--- config.mk ---
export PLATFORM = sky130hd
export DESIGN_NAME = imm_decode_stage
export DESIGN_NICKNAME = d
export VERILOG_FILES = /design/src/rtl/imm_decode_stage.sv
export SDC_FILE = /design/constraint.sdc
export NUM_CORES = 1
export LEC_CHECK = 0
export ABC_CLOCK_PERIOD_IN_PS = 8200
export CAP_MARGIN = 20
export CORE_MARGIN = 4
export CORE_UTILIZATION = 35
export CTS_BUF_LIST = sky130_fd_sc_hd__clkbuf_4
export DETAILED_ROUTE_END_ITERATION = 8
export GPL_TIMING_DRIVEN = 1
export PLACE_DENSITY = 0.66
export REMOVE_ABC_BUFFERS = 1
export SETUP_SLACK_MARGIN = 0.4
export SLEW_MARGIN = 20
export SYNTH_ARGS = -nofsm -noshare
export SYNTH_HDL_FRONTEND = slang
export SYNTH_SLANG_ARGS = --single-unit
--- constraint.sdc ---
create_clock -name clk -period 8.2 [get_ports clk]
set_clock_uncertainty 0.05 [all_clocks]
set_input_delay 1.23 -clock clk [delete_from_list [all_inputs] [get_ports clk]]
set_output_delay 1.23 -clock clk [all_outputs]
set_load 0.02 [all_outputs]
--- src/rtl/imm_decode_stage.sv ---
// Immediate decode stage: extracts the RISC-V immediate for the selected format
// and buffers {imm, fmt, illegal, tag} in a 2-entry skid FIFO with a registered in_ready.
module imm_decode_stage #(
    parameter int XLEN        = 32,
    parameter int TAG_W       = 32,
    parameter bit AUTO_DECODE = 1'b1
) (
    input  logic             clk,
    input  logic             rst_n,
    input  logic             flush,
    input  logic             in_valid,
    output logic             in_ready,
    input  logic [31:0]      in_inst,
    input  logic [2:0]       in_sel,
    input  logic [TAG_W-1:0] in_tag,
    output logic             out_valid,
    input  logic             out_ready,
    output logic [XLEN-1:0]  out_imm,
    output logic [2:0]       out_fmt,
    output logic             out_illegal,
    output logic [TAG_W-1:0] out_tag,
    output logic [15:0]      illegal_cnt
);

    localparam logic [2:0] FMT_I     = 3'd0;
    localparam logic [2:0] FMT_S     = 3'd1;
    localparam logic [2:0] FMT_B     = 3'd2;
    localparam logic [2:0] FMT_U     = 3'd3;
    localparam logic [2:0] FMT_J     = 3'd4;
    localparam logic [2:0] FMT_SHAMT = 3'd5;
    localparam logic [2:0] FMT_CSRI  = 3'd6;
    localparam logic [2:0] FMT_INV   = 3'd7;

    function automatic logic [15:0] sat_inc(input logic [15:0] v);
        return (v == 16'hFFFF) ? v : v + 16'd1;
    endfunction

    logic [2:0]        auto_fmt_p0;
    logic [2:0]        fmt_p0;
    logic              ill_p0;
    logic signed [31:0] imm32_p0;
    logic signed [XLEN-1:0] imm_p0;
    logic              shamt_hi_p0;

    // Stage p0: combinational decode ahead of storage
    always_comb begin
        auto_fmt_p0 = FMT_INV;
        case (in_inst[6:0])
            7'b0000011, 7'b1100111: auto_fmt_p0 = FMT_I;
            7'b0010011: auto_fmt_p0 = (in_inst[13:12] == 2'b01) ? FMT_SHAMT : FMT_I;
            7'b0100011: auto_fmt_p0 = FMT_S;
            7'b1100011: auto_fmt_p0 = FMT_B;
            7'b0110111, 7'b0010111: auto_fmt_p0 = FMT_U;
            7'b1101111: auto_fmt_p0 = FMT_J;
            7'b1110011: auto_fmt_p0 = in_inst[14] ? FMT_CSRI : FMT_I;
            default: auto_fmt_p0 = FMT_INV;
        endcase
    end

    assign fmt_p0      = AUTO_DECODE ? auto_fmt_p0 : in_sel;
    assign ill_p0      = (fmt_p0 == FMT_INV);
    assign shamt_hi_p0 = (XLEN == 64) ? in_inst[25] : 1'b0;

    // Every format fits a signed 32-bit value; widening to XLEN is a sign-extending cast.
    always_comb begin
        imm32_p0 = 32'sd0;
        case (fmt_p0)
            FMT_I:     imm32_p0 = {{20{in_inst[31]}}, in_inst[31:20]};
            FMT_S:     imm32_p0 = {{20{in_inst[31]}}, in_inst[31:25], in_inst[11:7]};
            FMT_B:     imm32_p0 = {{19{in_inst[31]}}, in_inst[31], in_inst[7],
                                   in_inst[30:25], in_inst[11:8], 1'b0};
            FMT_U:     imm32_p0 = {in_inst[31:12], 12'b0};
            FMT_J:     imm32_p0 = {{11{in_inst[31]}}, in_inst[31], in_inst[19:12],
                                   in_inst[20], in_inst[30:21], 1'b0};
            FMT_SHAMT: imm32_p0 = {26'b0, shamt_hi_p0, in_inst[24:20]};
            FMT_CSRI:  imm32_p0 = {27'b0, in_inst[19:15]};
            default:   imm32_p0 = 32'sd0;
        endcase
    end

    assign imm_p0 = XLEN'(imm32_p0);

    logic [1:0]        count;
    logic [1:0]        count_nxt;
    logic              accept;
    logic              consume;
    logic              head_from_in;
    logic              head_from_skid;
    logic              skid_load;
    logic [XLEN-1:0]   skid_imm_p1;
    logic [2:0]        skid_fmt_p1;
    logic              skid_ill_p1;
    logic [TAG_W-1:0]  skid_tag_p1;

    assign accept         = in_valid & in_ready & ~flush;
    assign consume        = out_valid & out_ready;
    assign head_from_in   = accept & ((count == 2'd0) | consume);
    assign head_from_skid = consume & (count == 2'd2);
    assign skid_load      = accept & (count == 2'd1) & ~consume;

    always_comb begin
        count_nxt = count;
        case ({accept, consume})
            2'b10:   count_nxt = count + 2'd1;
            2'b01:   count_nxt = count - 2'd1;
            default: count_nxt = count;
        endcase
    end

    // Stage p1: head register drives the outputs; in_ready is precomputed from next occupancy
    always_ff @(posedge clk or negedge rst_n) begin
        if (!rst_n) begin
            count       <= 2'd0;
            out_valid   <= 1'b0;
            in_ready    <= 1'b1;
            illegal_cnt <= 16'd0;
            out_imm     <= '0;
            out_fmt     <= 3'd0;
            out_illegal <= 1'b0;
            out_tag     <= '0;
        end else begin
            if (accept && ill_p0) begin
                illegal_cnt <= sat_inc(illegal_cnt);
            end
            if (flush) begin
                count     <= 2'd0;
                out_valid <= 1'b0;
                in_ready  <= 1'b1;
            end else begin
                count     <= count_nxt;
                out_valid <= (count_nxt != 2'd0);
                in_ready  <= (count_nxt < 2'd2);
                if (head_from_in) begin
                    out_imm     <= imm_p0;
                    out_fmt     <= fmt_p0;
                    out_illegal <= ill_p0;
                    out_tag     <= in_tag;
                end else if (head_from_skid) begin
                    out_imm     <= skid_imm_p1;
                    out_fmt     <= skid_fmt_p1;
                    out_illegal <= skid_ill_p1;
                    out_tag     <= skid_tag_p1;
                end
            end
        end
    end

    always_ff @(posedge clk) begin
        if (skid_load) begin
            skid_imm_p1 <= imm_p0;
            skid_fmt_p1 <= fmt_p0;
            skid_ill_p1 <= ill_p0;
            skid_tag_p1 <= in_tag;
        end
    end

endmodule

Word-level counts from Yosys, hierarchy flattened:

Cells that the tools add are included.

* equal/unequal tests: 22
* $mul: 0
* muxes and demuxes: 16
* $lt $le $gt $ge: 1
* shifts and indexed selects: 0
* divide/modulo/power cells: 0
* reduce and logical (&&, ||, !) cells: 9
* bitwise logic cells: 11
* add/subtract/negate cells: 3

Operators by type and width (number)
* case mux 32 bit (7 select lines): 1
* 2-to-1 mux 32 bit: 4
* equality test 7 bit, second input constant: 4
* case mux 3 bit (7 select lines): 1
* adder 16 x 1 -> 16 bit, second input constant: 1
* equality test 16 bit, second input constant: 1
* equality test 7 x 5 -> 1 bit, second input constant: 2
* equality test 7 x 6 -> 1 bit, second input constant: 2
* equality test 3 bit, second input constant: 4
* 2-to-1 mux 3 bit: 4
* bitwise AND 1 bit: 7
* equality test 7 x 2 -> 1 bit, second input constant: 1
* equality test 2 x 1 -> 1 bit, second input constant: 3
* equality test 3 x 2 -> 1 bit, second input constant: 2
* equality test 2 bit, second input constant: 2
* 2-to-1 mux 1 bit: 4
* case mux 2 bit (2 select lines): 1
* AND reduction 2 bit: 2
* nonzero test 2 bit: 2
* OR reduction 2 bit: 2
* equality test 3 x 1 -> 1 bit, second input constant: 1
* logical NOT 3 bit: 1
* inverter 1 bit: 3
* adder 2 x 1 -> 2 bit, second input constant: 1
* 6 further kinds: 6

* input bits: 72
* word-level logic and storage cells: 74
* bits in latches: 0
* output and inout bits: 86
* memory bits (read-only): 0
* memories kept: 0
* register bits: 156
* RAM bits: 0

Depth between registers and ports, before layout:

* depth in word-level cells: 6
* mapped depth: 9
* gate-level depth less buffers: 7

Worst setup path before layout:

OpenSTA, ideal clock, no wires.

* path type: input-to-reg
* start point: input port flush
* end point: register skid_fmt_p1[0], enable pin
* buffers on the path: 1
* required time: 7716 ps
* setup time: 434 ps
* data arrival time: 3206 ps
* cell stages on the path: 3
* setup slack: 4510 ps
* cells stage by stage: and3b_1 -> buf_4 -> and3_1

* word-level cells in the longest chain between the ends: 4

RTL lines
* start, declared: line 10 `input logic flush,`
* inverter 1 bit (no line)
* bitwise AND 1 bit: line 95 `assign accept = in_valid & in_ready & ~flush;`
* bitwise AND 1 bit (2 in series): line 99 `assign skid_load = accept & (count == 2'd1) & ~consume;`
* net skid_load: line 89 `logic skid_load;`
* end signal, assigned: line 151 `skid_fmt_p1 <= fmt_p0;`
* end, declared: line 91 `logic [2:0] skid_fmt_p1;`

The timed path passes the listed nets, and every way through them passes these cells.
A chain may end at the register's enable or synchronous reset.

Worst setup path in the final report:

* start point: input port in_inst[4]
* end point: register out_imm[20]

* word-level cells in the longest chain between the ends: 6
* elaborated cells on any way between the ends: 21
* those cells by class: eq/ne: 15; mux: 3; reduce/logical: 3

RTL lines
* start, declared: line 13 `input logic [31:0] in_inst,`
* equality test 7 x 6 -> 1 bit (tied with other cells): line 48 `case (in_inst[6:0])`
* OR reduction 2 bit: line 48
* case mux 3 bit (7 select lines) (*): line 48
* equality test 3 bit (tied with other cells): line 67 `case (fmt_p0)`
* case mux 32 bit (7 select lines) (*): line 67
* 2-to-1 mux 32 bit (*): line 133 `if (head_from_in) begin`
* end signal, assigned: line 134 `out_imm <= imm_p0;`
* end signal, assigned: line 139 `out_imm <= skid_imm_p1;`
* end, declared: line 18 `output logic [XLEN-1:0] out_imm,`

Every way passes the cells marked *; elsewhere a longest branch is shown, timed or not.

==> flow_summary.ini <==
[global_route]
grt_antenna_before_repair = 0
grt_busiest_layer = met2
grt_pass1_vias = 5427
grt_overflow_total = 0
use_met2_pct = 25.95
grt_max_degree = 91
grt_pass1_wl_mm = 29.04
met1_usage_pct = 22.75
grt.total_usage_pct = 16.40
met3_usage_pct = 4.028

[detailed_routing]
drtIter0Drc = 309
wl_mm = 18.30
dr.pass1.iters = 5
drc = 0
ant_nets = 0
dr_total_vias = 5465
viasPerCell = 4.986
wl_per_cell_um = 16.70

[finish]
final_layout_size_suffix_gt1_share_pct = 7.581
diodes = 0
layout_commonest_cell = nand2_1
syn2layout_area_growth_pct = 29.56
design_area_um2 = 9141
final_core_util_pct = 46.51
nNetsFinal = 896
num-fill-cells = 1928
final_cell_mix = 179 x nand2_1, 153 x clkdlybuf4s50_1, 87 x dfrtp_1

[min_path]
worstHoldPathType = flop to flop

[sta]
tns_ps = 0
hold_slack_ps = 450.5
max_freq_ghz = 0.2811
hold_viol = 0
setup_viol = 0
max_slew.worst_pin.slew_ps = 1051
min_period_over_period_pct = 43.38
slew_headroom_pct = 29.94
drv_slew = 0
rsz0062_at_grt = no
period_needed_ps = 3558

[clocking]
cts.sinks = 156
cts_root_buf = clkbuf_4
cts.clk_slew.worst_paths_ps = 130
h-tree-depth = 4
cts_tree = built
clk_latency_ps = 530
cts_resized = 0
numCtsBuffers = 17
postCtsHoldBufs = 0
cts_buffer_depth = 2
cts_setup_buffers = 0

[logic_synthesis]
synth_area_um2 = 7056
synth_ff_type = dfrtp_1
synth_cell_type_count = 62
synth_warnings = 0
avgSynthCellArea_um2 = 10.39
synth-async-reset-ratio_pct = 56.41
netlist_instances = 679
ys_ff_latch = 156
synth_edf_count = 68
yosysSeqAreaShare_pct = 60.17

[outcome]
status = complete, no violations

[floorplan]
rows = 51
start_util_pct = 35.90
ios = 158
die_h_um = 150.0
coreArea_um2 = 19650
dieArea_um2 = 22490
die_x_um = 150.0

[placed_design]
dpl.hpwl_mm = 11.44
dpl-instance-area_um2 = 8812
place_congestion = 0.7885
port_buffers = 154

[flow_run]
max_cap_violations = 0

[worst_setup_path]
crit_chain = clkdlybuf4s50_1 -> nand3b_1 -> or2_1 -> a211oi_4 -> nand2_1 -> a31oi_1
cp_slowest_cell = a211oi_4
cp_data_arrival_time_ps = 3970
path_max_fanout = 15
critPathLaunchType = primary input
cp-end-kind = flop
critical_path.top_delay_family = simple AND/OR/NAND/NOR gates
required_ps = 8610
path_buf_inv = 1
crit_type = primary input to flop
slowest_delay_ps = 660

[power_and_ir_drop]
peakVddDrop_mv = 0.1277
p_per_area_nw_per_um2 = 264.7
p_leak_nw = 3.746
==> state kept, by name, summed over array words and instances (netlist names), 2 cells and up <==
name / count
count: 2
skid_imm_p1: 32
out_imm: 32
skid_fmt_p1: 3
out_fmt: 3
illegal_cnt: 16
out_tag: 32
skid_tag_p1: 32
==> layout make-up <==
class | count | area [µm²] | share of cell area (%)
well taps | 265 | 331.6 | 3.627
clock buffers | 18 | 135.1 | 1.478
clock inverters | 14 | 193.9 | 2.122
inverters | 19 | 71.32 | 0.7802
multi-input cells | 465 | 2587 | 28.31
repair buffers | 159 | 1577 | 17.25
flip-flops and latches | 156 | 4245 | 46.44
==> metal layers <==
layer  up-vias  part of all wire (%)
li1       2674                     -
met1      2624                    47
met2       157                    46
met3        10                   5.9
met4         0                  0.87
met5         -                     0
==> power breakdown <==
part / switching [mW] / internal, mW
combinational: 0.429 / 0.400
sequential: 0.0943 / 0.965
clock: 0.284 / 0.246
==> final timing paths <==
check                                 from               to  slack, ps  cells past startpoint
hold reg to reg            illegal_cnt[15]  illegal_cnt[15]        450                      1
setup / recovery                in_inst[4]      out_imm[20]       4640                      6
min in group asynchronous            rst_n       out_tag[2]        520                      1
setup reg to reg                  count[0]      out_imm[27]       5550                      6
hold / removal             illegal_cnt[15]  illegal_cnt[15]        450                      1
max in group asynchronous            rst_n   illegal_cnt[8]       6330                      2
==> synth_stat cells, types with 3 or more instances <==
library cell | instances | area [µm²]
a21boi_0 | 8 | 60.06
a21oi_1 | 25 | 125.1
a222oi_1 | 4 | 40.04
a31oi_1 | 51 | 319.1
and2_1 | 7 | 43.79
and3_1 | 22 | 137.6
buf_2 | 3 | 15.01
buf_4 | 3 | 22.52
clkbuf_1 | 30 | 112.6
dfrtp_1 | 87 | 2177
edfxtp_1 | 68 | 2042
ha_1 | 6 | 75.07
inv_1 | 19 | 71.32
nand2_1 | 179 | 671.9
nand2b_1 | 4 | 25.02
nand3_1 | 20 | 100.1
nand4_1 | 5 | 31.28
nor2_1 | 38 | 142.6
nor3_1 | 5 | 25.02
nor3b_1 | 3 | 22.52
nor4_1 | 3 | 18.77
nor4_2 | 3 | 37.54
o21ai_0 | 21 | 105.1
o21ai_1 | 6 | 30.03
xor2_1 | 12 | 105.1
==> per-stage QoR <==
| step | instances | setup WS, ps | total power [mW] |
|---|---|---|---|
| 6_report | 1096 | 4642 | 2.419 |
| 5_1_grt | 1096 | 4437 | 2.561 |
| 4_1_cts | 1096 | 4667 | 2.456 |
| 3_5_place_dp | 1064 | 4053 | 1.916 |
| 3_3_place_gp | 1064 | 4043 | 1.904 |
| 2_1_floorplan | 640 | 647.8 | 1.494 |
==> kinds of logic (layout without fill, tap and decap cells) <==
kind of cell    Yosys count  count (layout)  share of synthesized area, %
flops                   156             156                         60.17
simple gates            313             313                         21.37
compound gates          130             130                         11.93
buf+inv                  58             210                         3.405
xor+xnor                 14              14                         1.738
mux                       2               2                        0.3192
fa+ha+maj                 6               6                         1.064
Power figures use the tool's default switching activity.
